===== src/rtl/uart_receiver_core_pkg.sv =====
// Shared constants for the oversampling UART receiver: FSM encodings and
// sample-point positions within a 16x oversampled bit.
package uart_receiver_core_pkg;

    typedef logic [2:0] state_t;

    localparam state_t ST_IDLE      = 3'd0;
    localparam state_t ST_START     = 3'd1;
    localparam state_t ST_DATA      = 3'd2;
    localparam state_t ST_STOP      = 3'd3;
    localparam state_t ST_WAIT_HIGH = 3'd4;

    localparam int         OVERSAMPLE  = 16;
    localparam logic [3:0] MID_SAMPLE  = 4'd7;
    localparam logic [3:0] LAST_SAMPLE = 4'(OVERSAMPLE - 1);

endpackage


===== src/rtl/uart_receiver_core_if.sv =====
// Receiver-side bundle: serial input plus the parallel word, its strobes and status.
// valid/frame_error are single-cycle strobes with no back-pressure; dout is held until the next good word.
interface uart_receiver_core_if #(
    parameter int N = 8
) ();
    import uart_receiver_core_pkg::*;

    logic         rx;
    logic [N-1:0] dout;
    logic         valid;
    logic         frame_error;
    logic         busy;
    state_t       state;

    modport master (
        input  rx,
        output dout, valid, frame_error, busy, state
    );

    modport slave (
        output rx,
        input  dout, valid, frame_error, busy, state
    );

endinterface


===== src/rtl/uart_receiver_core_tick_gen.sv =====
// Free-running oversample tick: one-cycle pulse every CLK_DIV clocks.
module uart_baud_tick_gen #(
    parameter int CLK_DIV = 27
) (
    input  logic clk,
    input  logic rst_n,
    output logic tick
);
    localparam int CW = (CLK_DIV > 1) ? $clog2(CLK_DIV) : 1;

    logic [CW-1:0] cnt_q, cnt_d;

    always_comb begin
        tick  = (cnt_q == CW'(CLK_DIV - 1));
        cnt_d = tick ? '0 : cnt_q + CW'(1);
    end

    always_ff @(posedge clk) begin
        if (!rst_n) cnt_q <= '0;
        else        cnt_q <= cnt_d;
    end

endmodule


===== src/rtl/uart_receiver_core.sv =====
// 16x oversampling UART receiver: synchroniser, frame FSM, shift register and
// registered output strobes. Bad stop bits park in WAIT_HIGH until the line recovers.
module uart_receiver_core
    import uart_receiver_core_pkg::*;
#(
    parameter int N                   = 8,
    parameter int NUMBER_OF_STOP_BITS = 1,
    parameter int CLK_DIV             = 27
) (
    input  logic               clk,
    input  logic               rst_n,
    uart_receiver_core_if.master bus
);
    localparam int BW = $clog2(N + 1);

    logic          tick;
    logic          rx_meta_q, rxs_q;
    state_t        state_q, state_d;
    logic [3:0]    s_cnt_q, s_cnt_d;
    logic [BW-1:0] b_cnt_q, b_cnt_d;
    logic [N-1:0]  sh_q, sh_d;
    logic          err_q, err_d, err_samp;
    logic [N-1:0]  dout_q, dout_d;
    logic          valid_q, valid_d;
    logic          ferr_q, ferr_d;

    uart_baud_tick_gen #(.CLK_DIV(CLK_DIV)) u_tick_gen (
        .clk  (clk),
        .rst_n(rst_n),
        .tick (tick)
    );

    always_comb begin
        state_d  = state_q;
        s_cnt_d  = s_cnt_q;
        b_cnt_d  = b_cnt_q;
        sh_d     = sh_q;
        err_d    = err_q;
        dout_d   = dout_q;
        valid_d  = 1'b0;
        ferr_d   = 1'b0;
        err_samp = err_q | ~rxs_q;

        case (state_q)
            ST_IDLE: begin
                // Edge detection runs every clock so start-bit phase error stays under one tick.
                if (!rxs_q) begin
                    state_d = ST_START;
                    s_cnt_d = '0;
                end
            end
            ST_START: begin
                if (tick) begin
                    if (s_cnt_q == MID_SAMPLE) begin
                        if (!rxs_q) begin
                            state_d = ST_DATA;
                            s_cnt_d = '0;
                            b_cnt_d = '0;
                        end else begin
                            state_d = ST_IDLE;
                        end
                    end else begin
                        s_cnt_d = s_cnt_q + 4'd1;
                    end
                end
            end
            ST_DATA: begin
                if (tick) begin
                    if (s_cnt_q == LAST_SAMPLE) begin
                        sh_d    = {rxs_q, sh_q[N-1:1]};
                        s_cnt_d = '0;
                        if (b_cnt_q == BW'(N - 1)) begin
                            state_d = ST_STOP;
                            b_cnt_d = '0;
                            err_d   = 1'b0;
                        end else begin
                            b_cnt_d = b_cnt_q + BW'(1);
                        end
                    end else begin
                        s_cnt_d = s_cnt_q + 4'd1;
                    end
                end
            end
            ST_STOP: begin
                if (tick) begin
                    if (s_cnt_q == LAST_SAMPLE) begin
                        s_cnt_d = '0;
                        if (b_cnt_q == BW'(NUMBER_OF_STOP_BITS - 1)) begin
                            b_cnt_d = '0;
                            if (err_samp) begin
                                ferr_d  = 1'b1;
                                state_d = ST_WAIT_HIGH;
                            end else begin
                                dout_d  = sh_q;
                                valid_d = 1'b1;
                                state_d = ST_IDLE;
                            end
                        end else begin
                            err_d   = err_samp;
                            b_cnt_d = b_cnt_q + BW'(1);
                        end
                    end else begin
                        s_cnt_d = s_cnt_q + 4'd1;
                    end
                end
            end
            ST_WAIT_HIGH: begin
                if (rxs_q) state_d = ST_IDLE;
            end
            default: state_d = ST_IDLE;
        endcase
    end

    always_ff @(posedge clk) begin
        if (!rst_n) begin
            rx_meta_q <= 1'b1;
            rxs_q     <= 1'b1;
            state_q   <= ST_IDLE;
            s_cnt_q   <= '0;
            b_cnt_q   <= '0;
            sh_q      <= '0;
            err_q     <= 1'b0;
            dout_q    <= '0;
            valid_q   <= 1'b0;
            ferr_q    <= 1'b0;
        end else begin
            rx_meta_q <= bus.rx;
            rxs_q     <= rx_meta_q;
            state_q   <= state_d;
            s_cnt_q   <= s_cnt_d;
            b_cnt_q   <= b_cnt_d;
            sh_q      <= sh_d;
            err_q     <= err_d;
            dout_q    <= dout_d;
            valid_q   <= valid_d;
            ferr_q    <= ferr_d;
        end
    end

    assign bus.dout        = dout_q;
    assign bus.valid       = valid_q;
    assign bus.frame_error = ferr_q;
    assign bus.busy        = (state_q != ST_IDLE);
    assign bus.state       = state_q;

endmodule

===== src/flat_wrapper.sv =====
// flat-port wrapper written by rule: the top's interface ports become plain ports
module uart_receiver_core_flat import uart_receiver_core_pkg::*;
#(
    parameter int N                   = 8,
    parameter int NUMBER_OF_STOP_BITS = 1,
    parameter int CLK_DIV             = 27
)
  (clk, rst_n, bus_rx, bus_dout, bus_valid, bus_frame_error, bus_busy, bus_state);
  uart_receiver_core_if #(.N(N)) bus_i ();
  input  logic clk;
  input  logic rst_n;
  input wire logic [$bits(bus_i.rx)-1:0] bus_rx;
  output wire logic [$bits(bus_i.dout)-1:0] bus_dout;
  output wire logic [$bits(bus_i.valid)-1:0] bus_valid;
  output wire logic [$bits(bus_i.frame_error)-1:0] bus_frame_error;
  output wire logic [$bits(bus_i.busy)-1:0] bus_busy;
  output wire logic [$bits(bus_i.state)-1:0] bus_state;
  assign bus_i.rx = bus_rx;
  assign bus_dout = bus_i.dout;
  assign bus_valid = bus_i.valid;
  assign bus_frame_error = bus_i.frame_error;
  assign bus_busy = bus_i.busy;
  assign bus_state = bus_i.state;
  uart_receiver_core #(.N(N), .NUMBER_OF_STOP_BITS(NUMBER_OF_STOP_BITS), .CLK_DIV(CLK_DIV)) u_core (.clk(clk), .rst_n(rst_n), .bus(bus_i));
endmodule

===== config.mk =====
export PLATFORM = sky130hd
export DESIGN_NAME = uart_receiver_core_flat
export DESIGN_NICKNAME = d
export VERILOG_FILES = /design/src/rtl/uart_receiver_core_pkg.sv /design/src/rtl/uart_receiver_core_if.sv /design/src/rtl/uart_receiver_core_tick_gen.sv /design/src/rtl/uart_receiver_core.sv /design/src/flat_wrapper.sv
export SDC_FILE = /design/constraint.sdc
export NUM_CORES = 1
export LEC_CHECK = 0
export ABC_AREA = 1
export CAP_MARGIN = 10
export CORE_MARGIN = 2
export CORE_UTILIZATION = 45
export DETAILED_ROUTE_END_ITERATION = 8
export PLACE_DENSITY = 0.65
export RECOVER_POWER = 25
export SKIP_CTS_REPAIR_TIMING = 1
export SYNTH_ARGS = -nofsm -noshare
export SYNTH_HDL_FRONTEND = slang
export SYNTH_SLANG_ARGS = --single-unit

===== constraint.sdc =====
create_clock -name clk -period 1.9 [get_ports clk]
set_input_delay 0.285 -clock clk [delete_from_list [all_inputs] [get_ports clk]]
set_output_delay 0.285 -clock clk [all_outputs]
set_load 0.01 [all_outputs]

# ---- Word-level counts from Yosys, hierarchy flattened
# Cells that the tools add are included.
dict set report totals {
  register_bits 37
  mem_bits_rw 0
  mem_count 0
  input_bits 3
  output_inout_bits 14
  latch_bits 0
  mem_bits_ro 0
}
dict set report op_classes {
  n_shift 0
  n_eq_ne 21
  order_cmp 0
  mul 0
  bitwise_logic 4
  div 0
  muxes 38
  add_sub_neg 3
  reduce_logical 15
}
# operator count
set ops {}
lappend ops {{4-bit two-way mux} 14}
lappend ops {{3-bit two-way mux} 11}
lappend ops {{4-bit one-hot mux with 3 select lines} 2}
lappend ops {{2-bit by 1-bit inequality test with 1-bit output (second input constant)} 10}
lappend ops {{3-bit one-hot mux with 5 select lines} 1}
lappend ops {{10-bit AND reduction} 1}
lappend ops {{5-bit AND reduction} 2}
lappend ops {{3-bit nonzero test} 3}
lappend ops {{4-bit by 1-bit adder with 4-bit output (second input constant)} 2}
lappend ops {{4-bit by 3-bit == test with 1-bit output (second input constant)} 2}
lappend ops {{1-bit two-way mux} 8}
lappend ops {{8-bit AND reduction} 1}
lappend ops {{7-bit AND reduction} 1}
lappend ops {{3-bit by 2-bit == test with 1-bit output (second input constant)} 2}
lappend ops {{2-bit inequality test (second input constant)} 3}
lappend ops {{3-bit AND reduction} 2}
lappend ops {{5-bit by 1-bit adder with 5-bit output (second input constant)} 1}
lappend ops {{5-bit == test (second input constant)} 1}
lappend ops {{4-bit == test (second input constant)} 1}
lappend ops {{4-bit zero test} 1}
lappend ops {{2-bit OR reduction} 2}
lappend ops {{3-bit by 1-bit == test with 1-bit output (second input constant)} 1}
lappend ops {{3-bit == test (second input constant)} 1}
lappend ops {{3-bit zero test} 1}
lappend ops {{5 further kinds} 7}

# ---- Logic depth before layout (Yosys ltp)
# Gate-level depths: netlist of the first run.
dict set report logic_depth {
  word_depth 7
  depth_mapped 13
  ltp_nobuf 13
}

# ---- Cells and area by module
# A second synthesis of the first run with hierarchy kept.
dict set report unflattened {
  hier_cells 259
  hier_area_um2 1785.5
}
# mod area_per_inst_um2 instances cells_per_inst seq_area_each_um2
set modules_own_cells {}
lappend modules_own_cells {uart_receiver_core 1539.0 1 227 640.6}
lappend modules_own_cells {uart_baud_tick_gen 246.5 1 32 100.1}

# ---- Worst setup path after synthesis of the first run
# No wires, ideal clock.
dict set report synth_timing {
  path_type {reg2reg}
  startpoint {register u_core.s_cnt_q[0]}
  endpoint {register u_core.dout_q[5] (netlist: u_core.bus.dout[5])}
  n_path_buf 1
  setup_slack_ns 0.473
  arrival_time_ns 1.312
  setup_time_ns 0.115
  stages_incl_launch_ff 10
  path_cell_list {dfxtp_1 ha_1 nand2_1 nor2_1 inv_1 nor2_1 nand3_2 buf_6 o21ai_2 a21oi_2}
}
dict set report synth_between {
  elab_chain_cells 2
}
# element line_no
set synth_lines {}
lappend synth_lines {{from (decl)} uart_receiver_core.sv:19} ;# logic [3:0] s_cnt_q, s_cnt_d;
lappend synth_lines {{from (signal assigned)} uart_receiver_core.sv:130} ;# s_cnt_q <= s_cnt_d;
lappend synth_lines {{4-bit == test} uart_receiver_core.sv:86} ;# if (s_cnt_q == LAST_SAMPLE) begin
lappend synth_lines {{5-bit AND reduction (no source line)} -}
lappend synth_lines {{to (signal assigned)} uart_receiver_core.sv:134} ;# dout_q <= dout_d;
lappend synth_lines {{to (decl)} uart_receiver_core.sv:23} ;# logic [N-1:0] dout_q, dout_d;
# Every way passes these cells.
# A chain may end at the register's enable or synchronous reset.

# ---- Final worst setup path of the first run
dict set report layout_timing {
  startpoint {register u_core.state_q[1] (netlist: u_core.bus.state[1])}
  endpoint {output port bus_busy}
}
dict set report layout_between {
  elab_chain_cells 1
}
# element line_no
set layout_lines {}
lappend layout_lines {{from (decl)} uart_receiver_core.sv:18} ;# state_t state_q, state_d;
lappend layout_lines {{from (signal assigned)} uart_receiver_core.sv:129} ;# state_q <= state_d;
lappend layout_lines {{3-bit nonzero test} uart_receiver_core.sv:143} ;# assign bus.busy = (state_q != ST_IDLE);
lappend layout_lines {{to (decl)} flat_wrapper.sv:16} ;# output wire logic [$bits(bus_i.busy)-1:0] bus_busy;
# Every way passes these cells.

==> results.json, run 1 <==
{
  "largest_net_degree_at_the_start_of_global_routing": 25,
  "fin_skew_ps": 2.18,
  "drt_wl_total_mm": 3.46,
  "total_power_mw": 2.51,
  "post_route_cells_drive_above_1_share_pct": 12.9,
  "critPathSlowestCell": "sky130_fd_sc_hd__clkdlybuf4s50_1",
  "residual_overflow_from_global_routing": 0,
  "grt_pass1_wl_mm": 6.11,
  "die-area_um2": 4530,
  "type_of_the_most_critical_hold_path": "flop to flop",
  "drt_pre_antenna_iters": 4,
  "rsz0062_at_grt": "no",
  "timing.critical_path.depth": 3,
  "tightest_slew_ps": 338,
  "status": "finished clean",
  "synth_sequential_area_ratio_pct": 41.0,
  "synth-edff-count": 0,
  "fin_tns_setup_ps": 0,
  "buf_inv_stages_crit_path": 1,
  "r2r_slack_ps": 190,
  "timing.critical_path.from_type": "flop",
  "rr_startpoint": "u_core.u_tick_gen.cnt_q[0]$_SDFF_PP0_",
  "worstSetupEndpointType": "primary output",
  "crit_type": "flop to primary output",
  "powerDensity_nw_per_um2": 1170,
  "max_cap_viol_count": 0,
  "initial_core_util_pct": 45.8,
  "rr_worst_depth": 11,
  "report.final.setup_viol": 0,
  "dr_total_vias": 1530,
  "cts-buffers-inserted": 5,
  "timing.final.max_slew_violations": 0,
  "arrival_ps": 1500,
  "syn-num-nets": 265,
  "internal-power_mw": 1.59,
  "worstPathRequired_ps": 1620,
  "synth_top_flop_cell": "sky130_fd_sc_hd__dfxtp_1",
  "tritoncts": "yes",
  "final_period_demand_of_the_worst_path_ps": 1780,
  "antennaDiodeCount": 0,
  "htreeDepth": 2,
  "first_iter_violations": 77,
  "crit_end": "bus_busy",
  "hold_start": "u_core.rx_meta_q$_SDFF_PN1_",
  "cpPeakStageDelay_ps": 530,
  "hold_viol": 0,
  "clkSlewWorstSetupHoldPaths_ps": 80,
  "pwr-share-clk_pct": 29.1,
  "slew-limit-headroom_pct": 77.4,
  "synth.lib_cells_used.distinct": 26,
  "crit_fanout": 7,
  "timing.critical_path.from": "u_core.bus.state[1]$_SDFFE_PN0P_",
  "final.period_utilization_pct": 93.9,
  "grtUsageTotal_pct": 18.0,
  "cts_num_sinks": 37,
  "post-synth-top-area-fraction_pct": 41.0,
  "sequence_of_cells_on_the_critical_path": "nor2_1, nand2_1, clkdlybuf4s50_1",
  "post-dp-hpwl_mm": 2.45,
  "power.switching_mw": 0.920,
  "crit_family": "buffers and inverters",
  "fraction_of_power_spent_switching_nets_pct": 36.7,
  "pwr-share-comb_pct": 33.9,
  "top_level_ports": 17,
  "insertion_delay_ps": 290,
  "ys_top_cells_by_area": "sky130_fd_sc_hd__dfxtp_1 (41%), sky130_fd_sc_hd__nand2_1 (11%), sky130_fd_sc_hd__inv_1 (8.5%), sky130_fd_sc_hd__a21oi_1 (6.1%), sky130_fd_sc_hd__o21ai_0 (5.3%)",
  "hold-worst-slack_ps": 420,
  "synth.avg_cell_area_um2": 7.03,
  "ys_async_sr_fraction_pct": 0,
  "core-area_um2": 3940,
  "regToRegEndpoint": "u_core.bus.state[1]$_SDFFE_PN0P_",
  "post-synth-top-count-cell": "sky130_fd_sc_hd__nand2_1",
  "synth_warnings": 0,
  "power.ir.vdd_worst_mv": 0.584,
  "number_of_antenna_violations_at_the_first_check_in_global_routing": 0,
  "clk_path_buf_depth": 2,
  "layout.filler_cells": 384,
  "routedWlPerCell_um": 10.5,
  "count_of_buffers_from_port_buffering": 16,
  "syn_inst": 257,
  "gp_congestion": 0.850,
  "synthesis_to_layout_area_growth_pct": 18.2,
  "vias_per_cell": 4.66,
  "fmaxAchievable_mhz": 561,
  "die_width_um": 67.3,
  "std_cell_rows": 23,
  "p_leak_nw": 0.892,
  "power_frac_seq_pct": 37.0,
  "chipHeight_um": 67.3,
  "first_global_vias": 1326,
  "synth.cells.most_frequent": "sky130_fd_sc_hd__nand2_1 (51), sky130_fd_sc_hd__inv_1 (41), sky130_fd_sc_hd__dfxtp_1 (37), sky130_fd_sc_hd__nor2_1 (24), sky130_fd_sc_hd__a21oi_1 (22)",
  "synth-seq-cells": 37,
  "clock-root-buffer": "sky130_fd_sc_hd__clkbuf_8",
  "post-synth-top-area-cell": "sky130_fd_sc_hd__dfxtp_1",
  "final_net_count": 285,
  "drcViolationCount": 0,
  "route.antenna.remaining_nets": 0,
  "syn-cell-area_um2": 1810
}
## state kept, by name, summed over array words and instances, names as in the netlist
name and count:
u_core.sh_q 8, u_core.rx_meta_q 1, u_core.bus.state 3, u_core.u_tick_gen.cnt_q 5, u_core.bus.frame_error 1, u_core.bus.dout 8
u_core.s_cnt_q 4, u_core.err_q 1, u_core.rxs_q 1, u_core.bus.valid 1, u_core.b_cnt_q 4
## worst register-to-register path, delay by kind of cell (launching register included)
kind / cells / cell delay (ps)
flip-flops: 1 / 340
adder cells (fa/ha/maj): 1 / 160
AND/OR/NAND/NOR: 8 / 1020
buffers and inverters: 2 / 100
## cells in the final DEF, fill, tap and decap left out, types with 5 or more instances in the layout
cell type,instances
sky130_fd_sc_hd__o21ai_0,18
sky130_fd_sc_hd__a21oi_1,22
sky130_fd_sc_hd__nor2_2,6
sky130_fd_sc_hd__clkdlybuf4s50_1,12
sky130_fd_sc_hd__nand2_1,52
sky130_fd_sc_hd__nor2_1,24
sky130_fd_sc_hd__dfxtp_1,35
sky130_fd_sc_hd__nand2_2,6
sky130_fd_sc_hd__clkbuf_8,6
sky130_fd_sc_hd__ha_1,5
sky130_fd_sc_hd__nand3_1,16
sky130_fd_sc_hd__inv_1,42
## layer usage
metal,vias to the layer above,share of wire (%),routed length [um],global-route usage (%)
li1,846,-,-,-
met1,652,50,1710,24.4
met2,27,45,1550,26.0
met3,5,4.1,142,5.50
met4,0,1.4,48,8.42
met5,-,0,0,0
## cells by family after synthesis
family                     count (synthesis)  share of synthesized area (%)
buffers and inverters                     50                           11.2
adders and majority gates                  5                           3.47
DFF                                       37                           41.0
AOI/OAI and AO/OA                         45                           13.2
and+or+nand+nor                          118                           30.1
xor gates and xnor gates                   2                          0.970
## per-stage QoR
stage	utilization (%)	setup WS [ps]	cells	cell area, um2
final	54.1	116	328	2130
after global routing	54.1	16.5	328	2130
after CTS	53.9	55.6	328	2130
after detailed placement	50.9	225	320	2010
after global placement	50.9	270	320	2010
after floorplan	-	473	257	1810
## power by group through the flow
stage	registers, mW	logic (mW)	clock network, mW
4_1_cts	0.925	0.851	0.740
2_1_floorplan	0.935	0.634	0
6_report	0.927	0.850	0.729
3_5_place_dp	0.943	0.847	0
3_3_place_gp	0.940	0.852	0
5_1_grt	0.939	0.986	0.773
## final cells by class
cell class,instances,area (um2),share of cell area (%)
repair buffers,17,168,7.86
multi-input cells,170,867,40.6
well taps,50,62.6,2.93
clock inverters,2,37.5,1.76
clock buffers,6,82.6,3.87
flip-flops and latches,37,743,34.8
inverters,46,173,8.09
## how the worst min path moves through the flow
stage	end	slack, ps	depth (start not counted)
floorplan	u_core.rx_meta_q$_SDFF_PN1_	390	1
global placement	u_core.rxs_q$_SDFF_PN1_	400	1
detailed placement	u_core.rxs_q$_SDFF_PN1_	400	1
CTS	u_core.rxs_q$_SDFF_PN1_	420	1
global route	u_core.rxs_q$_SDFF_PN1_	430	1
finish	u_core.rxs_q$_SDFF_PN1_	420	1
No activity file was read; power rests on OpenSTA's default activity.
==> run 2, diff against run 1 <==
==> constraint.sdc (replaced) <==
create_clock -name clk -period 1.99 [get_ports clk]
set_input_delay 0.2985 -clock clk [delete_from_list [all_inputs] [get_ports clk]]
set_output_delay 0.2985 -clock clk [all_outputs]
set_load 0.01 [all_outputs]
==> run 2 against run 1 <==
Critical path depth is the same. Clock skew increased by 2.9 ps. Utilization down 0.32 points. Setup slack better by 34 ps. Die area unchanged. First-iteration DRC count down 7.8%. Final cell count unchanged. Power shrank 4.6%. Worst hold slack worse by 3.3 ps. Global-route usage decreased by 0.60 points. Register-to-register slack improved by 100 ps. Largest cell class unchanged.
==> results.json, run 2 (synthesis gave the netlist of run 1 again) <==
{
  "synthesis_to_layout_area_growth_pct": 17.5,
  "pwr-share-clk_pct": 28.8,
  "hold-worst-slack_ps": 416,
  "tightest_slew_ps": 337,
  "power.ir.vdd_worst_mv": 0.555,
  "post_route_cells_drive_above_1_share_pct": 11.9,
  "multi_input_comb_area_um2": 857,
  "min_path_cells": 1,
  "residual_overflow_from_global_routing": 0,
  "hold_viol": 0,
  "power_frac_seq_pct": 37.0,
  "routedWlPerCell_um": 10.6,
  "rr_worst_depth": 9,
  "final_cell_mix": "sky130_fd_sc_hd__nand2_1 (52), sky130_fd_sc_hd__inv_1 (42), sky130_fd_sc_hd__dfxtp_1 (37), sky130_fd_sc_hd__nor2_1 (25), sky130_fd_sc_hd__a21oi_1 (22)",
  "timing.final.max_slew_violations": 0,
  "final_cell_area_um2": 2120,
  "fraction_of_power_spent_switching_nets_pct": 36.8,
  "final_net_count": 285,
  "layout.filler_cells": 387,
  "p_leak_nw": 0.891,
  "std_cell_rows": 23,
  "number_of_antenna_violations_at_the_first_check_in_global_routing": 0,
  "gp_congestion": 0.791,
  "top_level_ports": 17,
  "final.period_utilization_pct": 92.4,
  "final_period_demand_of_the_worst_path_ps": 1840,
  "crit_type": "flop to primary output",
  "report.final.setup_viol": 0,
  "critPathSlowestCell": "sky130_fd_sc_hd__clkdlybuf4s50_1",
  "first_iter_violations": 71,
  "die-area_um2": 4530,
  "fin_tns_setup_ps": 0,
  "tritoncts": "yes",
  "final_common_cell": "sky130_fd_sc_hd__nand2_1",
  "route.antenna.remaining_nets": 0,
  "post-dp-hpwl_mm": 2.47,
  "status": "finished clean",
  "cts-buffers-inserted": 5,
  "drt_pre_antenna_iters": 4,
  "count_of_buffers_from_port_buffering": 16,
  "fin_skew_ps": 5.06,
  "postLayoutCoreUtil_pct": 53.8,
  "vias_per_cell": 4.74,
  "crit_family": "buffers and inverters",
  "hold_start": "u_core.rx_meta_q$_SDFF_PN1_",
  "first_global_vias": 1363,
  "drt_wl_total_mm": 3.47,
  "postPlaceCellArea_um2": 2010,
  "pwr-share-comb_pct": 34.3,
  "max_cap_viol_count": 0,
  "rsz0062_at_grt": "no",
  "largest_net_degree_at_the_start_of_global_routing": 25,
  "worstPathRequired_ps": 1690,
  "grtUsageTotal_pct": 17.4,
  "regToRegEndpoint": "u_core.sh_q[4]$_SDFFE_PN0P_",
  "buf_inv_stages_crit_path": 1,
  "power.switching_mw": 0.880,
  "internal-power_mw": 1.51,
  "clk_path_buf_depth": 2,
  "antennaDiodeCount": 0,
  "clock-root-buffer": "sky130_fd_sc_hd__clkbuf_8",
  "worstSetupEndpointType": "primary output",
  "final-seq-area_um2": 741,
  "arrival_ps": 1540,
  "insertion_delay_ps": 290,
  "cts_num_sinks": 37,
  "dr_total_vias": 1555,
  "htreeDepth": 2,
  "cpPeakStageDelay_ps": 530,
  "grt_pass1_wl_mm": 5.86,
  "slew-limit-headroom_pct": 77.5,
  "drcViolationCount": 0,
  "crit_fanout": 8,
  "total_power_mw": 2.39,
  "clkSlewWorstSetupHoldPaths_ps": 80,
  "type_of_the_most_critical_hold_path": "flop to flop",
  "powerDensity_nw_per_um2": 1130,
  "sequence_of_cells_on_the_critical_path": "nor2_1, nand2_1, clkdlybuf4s50_1",
  "rr_startpoint": "u_core.u_tick_gen.cnt_q[0]$_SDFF_PP0_",
  "fmaxAchievable_mhz": 544,
  "r2r_slack_ps": 290,
  "initial_core_util_pct": 45.8,
  "chipHeight_um": 67.3,
  "timing.critical_path.from_type": "flop",
  "core-area_um2": 3940,
  "min_delay_worst_endpoint": "u_core.rxs_q$_SDFF_PN1_",
  "die_width_um": 67.3
}
==> run 2: worst register-to-register path, stage by stage, from the launching register on <==
cell	delay [ps]
sky130_fd_sc_hd__dfxtp_1	330
sky130_fd_sc_hd__inv_1	60
sky130_fd_sc_hd__ha_1	160
sky130_fd_sc_hd__nand2_1	60
sky130_fd_sc_hd__nor2_1	190
sky130_fd_sc_hd__nand2_1	200
sky130_fd_sc_hd__inv_2	100
sky130_fd_sc_hd__nand2_2	160
sky130_fd_sc_hd__o21ai_0	250
sky130_fd_sc_hd__a21oi_1	60
==> run 2: power by group through the flow <==
| stage | logic (mW) | registers, mW | clock network, mW |
|---|---|---|---|
| after floorplan | 0.606 | 0.892 | 0 |
| after global placement | 0.809 | 0.898 | 0 |
| after detailed placement | 0.816 | 0.900 | 0 |
| after CTS | 0.818 | 0.883 | 0.708 |
| after global routing | 0.937 | 0.896 | 0.736 |
| final | 0.819 | 0.884 | 0.688 |
==> run 2: metal layers <==
metal	share of wire (%)	vias to the layer above	track usage, %
met1	52	686	22.3
met4	1.8	0	9.44
met2	43	21	26.7
li1	-	842	-
met3	2.9	6	4.33
met5	0	-	0
==> run 2: worst max path at each step <==
| stage | start | end | cells after the start |
|---|---|---|---|
| finish | u_core.bus.state[0]$_SDFFE_PN0P_ | bus_busy | 3 |
| global route | u_core.bus.state[0]$_SDFFE_PN0P_ | bus_busy | 3 |
| CTS | u_core.bus.state[0]$_SDFFE_PN0P_ | bus_busy | 3 |
| detailed placement | u_core.s_cnt_q[0]$_SDFFE_PN0P_ | u_core.bus.dout[1]$_SDFFE_PN0P_ | 8 |
| global placement | u_core.s_cnt_q[0]$_SDFFE_PN0P_ | u_core.bus.dout[4]$_SDFFE_PN0P_ | 8 |
| floorplan | u_core.s_cnt_q[0]$_SDFFE_PN0P_ | u_core.bus.dout[5]$_SDFFE_PN0P_ | 9 |
==> run 2: cell type report <==
class                           count  area share, %
Sequential cell                    37           34.9
Multi-Input combinational cell    170           40.4
Clock buffer                        6           3.89
Timing Repair Buffer               17           7.91
Tap cell                           50           2.95
Inverter                           46           8.14
Clock inverter                      2           1.77
==> run 2: metrics by stage <==
step           instances  setup slack, ps
2_1_floorplan        257              563
3_3_place_gp         320              356
5_1_grt              328             30.5
4_1_cts              328              139
6_report             328              151
3_5_place_dp         320              272
==> run 3, diff against run 2 <==
--- a/config.mk
+++ b/config.mk
@@ -10,8 +10,8 @@
 export CORE_MARGIN = 2
 export CORE_UTILIZATION = 45
 export DETAILED_ROUTE_END_ITERATION = 8
-export PLACE_DENSITY = 0.65
-export RECOVER_POWER = 25
+export DONT_BUFFER_PORTS = 1
+export RECOVER_POWER = 50
 export SKIP_CTS_REPAIR_TIMING = 1
 export SYNTH_ARGS = -nofsm -noshare
 export SYNTH_HDL_FRONTEND = slang
==> run 3 against run 2 <==
Via count is 4.8% lower. Sequential cell count stayed put. Worst hold slack got worse by 300 ps.
==> results.json, run 3 (synthesis gave the netlist of run 1 again) <==
{
  "grt_pass1_wl_mm": 5.68,
  "sequence_of_cells_on_the_critical_path": "inv_1, ha_1, nand2_1, nor2_1, nand2_1, nand2_2, nand2_1, nor2_2, nand2_1, nand2_1, inv_1",
  "fraction_of_power_spent_switching_nets_pct": 38.0,
  "drcViolationCount": 0,
  "layout.cells.non_filler": 311,
  "met1_usage_pct": 22.0,
  "htreeDepth": 2,
  "std_cell_rows": 23,
  "vias_per_cell": 4.76,
  "multi_input_comb_area_um2": 857,
  "fin_tns_setup_ps": 0,
  "total_power_mw": 2.29,
  "clkSlewWorstSetupHoldPaths_ps": 80,
  "die_width_um": 67.3,
  "buf_inv_stages_crit_path": 2,
  "layout.filler_cells": 406,
  "crit_fanout": 6,
  "timing.critical_path.from_type": "flop",
  "dr_total_vias": 1481,
  "cts_num_sinks": 37,
  "chipHeight_um": 67.3,
  "detailedPlace.worstSlack_ps": 269,
  "crit_family": "simple AND/OR/NAND/NOR gates",
  "drt_wl_total_mm": 3.41,
  "post-dp-hpwl_mm": 2.45,
  "max_cap_viol_count": 0,
  "status": "finished clean",
  "power_frac_seq_pct": 39.2,
  "final_common_cell": "sky130_fd_sc_hd__nand2_1",
  "clk_path_buf_depth": 2,
  "type_of_the_most_critical_hold_path": "input port to flop",
  "final.period_utilization_pct": 86.6,
  "rsz0062_at_grt": "no",
  "route.antenna.remaining_nets": 0,
  "insertion_delay_ps": 290,
  "powerDensity_nw_per_um2": 1170,
  "timing.final.max_slew_violations": 0,
  "report.final.setup_viol": 0,
  "groute.layer.met2.usage_pct": 26.0,
  "postPlaceCellArea_um2": 1840,
  "met3_layer_usage_reported_by_global_route_pct": 4.33,
  "critPathSlowestCell": "sky130_fd_sc_hd__dfxtp_1",
  "cpPeakStageDelay_ps": 340,
  "slew-limit-headroom_pct": 76.8,
  "largest_net_degree_at_the_start_of_global_routing": 26,
  "hold-worst-slack_ps": 117,
  "core-area_um2": 3940,
  "final.setup.worst_slack_ps": 266,
  "dp.cells": 303,
  "worstPathRequired_ps": 2190,
  "residual_overflow_from_global_routing": 0,
  "post_route_cells_drive_above_1_share_pct": 12.3,
  "final_period_demand_of_the_worst_path_ps": 1720,
  "cts-buffers-inserted": 5,
  "first_global_vias": 1307,
  "routedWlPerCell_um": 11.0,
  "p_leak_nw": 0.816,
  "gp_congestion": 0.807,
  "grtUsageTotal_pct": 16.6,
  "internal-power_mw": 1.42,
  "first_iter_violations": 68,
  "initial_core_util_pct": 45.8,
  "crit_type": "flop to flop",
  "critical-path-top-cell-by-count": "sky130_fd_sc_hd__nand2_1",
  "final_cell_mix": "sky130_fd_sc_hd__nand2_1 (52), sky130_fd_sc_hd__inv_1 (42), sky130_fd_sc_hd__dfxtp_1 (37), sky130_fd_sc_hd__nor2_1 (25), sky130_fd_sc_hd__a21oi_1 (22)",
  "final_net_count": 268,
  "count_of_buffers_from_port_buffering": 0,
  "pwr-share-clk_pct": 28.7,
  "power.switching_mw": 0.869,
  "fmaxAchievable_mhz": 580,
  "power.ir.vdd_worst_mv": 0.383,
  "antennaDiodeCount": 0,
  "synthesis_to_layout_area_growth_pct": 7.90,
  "r2r_slack_ps": 270,
  "clock-root-buffer": "sky130_fd_sc_hd__clkbuf_8",
  "final-seq-area_um2": 741,
  "tritoncts": "yes",
  "tightest_slew_ps": 347,
  "die-area_um2": 4530,
  "top_level_ports": 17,
  "postLayoutCoreUtil_pct": 49.4,
  "number_of_antenna_violations_at_the_first_check_in_global_routing": 0,
  "pwr-share-comb_pct": 32.2,
  "worstSetupEndpointType": "flop",
  "grt_max_usage_layer": "met2",
  "fin_skew_ps": 8.85,
  "hold_viol": 0,
  "final_cell_area_um2": 1950,
  "drt_pre_antenna_iters": 4,
  "arrival_ps": 1920
}
run 3: cell count changes in the layout (fill, tap and decap cells not counted), sizes merged:
cell           previous run  this run
clkbuf                    6         5
dlygate4sd3               4         0
clkinv                    0         1
clkdlybuf4s50            12         0
buf                       1         0
run 3: metal layers:
| metal | vias up | part of all wire [%] |
|---|---|---|
| met5 | - | 0 |
| met4 | 0 | 1.4 |
| met3 | 4 | 3.3 |
| met2 | 18 | 44 |
| met1 | 646 | 51 |
| li1 | 813 | - |
run 3: cell type report:
type / instances / area share (%)
multi-input combinational: 170 / 44.0
sequential: 37 / 38.0
inverter: 46 / 8.86
clock buffer: 5 / 3.53
tap: 50 / 3.21
clock inverter: 3 / 2.38
run 3: path summary, 6_finish.rpt:
kind / from / endpoint / cells after the start
worst max register to register: u_core.u_tick_gen.cnt_q[0]$_SDFF_PP0_ / u_core.bus.state[1]$_SDFFE_PN0P_ / 11
worst max-delay path: u_core.u_tick_gen.cnt_q[0]$_SDFF_PP0_ / u_core.bus.state[1]$_SDFFE_PN0P_ / 11
worst min register to register: u_core.rx_meta_q$_SDFF_PN1_ / u_core.rxs_q$_SDFF_PN1_ / 1
worst min-delay path: bus_rx / u_core.rx_meta_q$_SDFF_PN1_ / 1
run 3: power groups by stage:
stage	Sequential [mW]	Clock (mW)	Combinational (mW)
after floorplan	0.892	0	0.606
after global placement	0.913	0	0.730
after detailed placement	0.915	0	0.727
after CTS	0.896	0.674	0.736
after global routing	0.909	0.706	0.850
final	0.896	0.655	0.736
run 3: worst register-to-register path, cell delays in order, from the launching register on:
cell	delay [ps]
sky130_fd_sc_hd__dfxtp_1	340
sky130_fd_sc_hd__inv_1	60
sky130_fd_sc_hd__ha_1	180
sky130_fd_sc_hd__nand2_1	70
sky130_fd_sc_hd__nor2_1	210
sky130_fd_sc_hd__nand2_1	220
sky130_fd_sc_hd__nand2_2	180
sky130_fd_sc_hd__nand2_1	80
sky130_fd_sc_hd__nor2_2	150
sky130_fd_sc_hd__nand2_1	70
sky130_fd_sc_hd__nand2_1	60
sky130_fd_sc_hd__inv_1	30
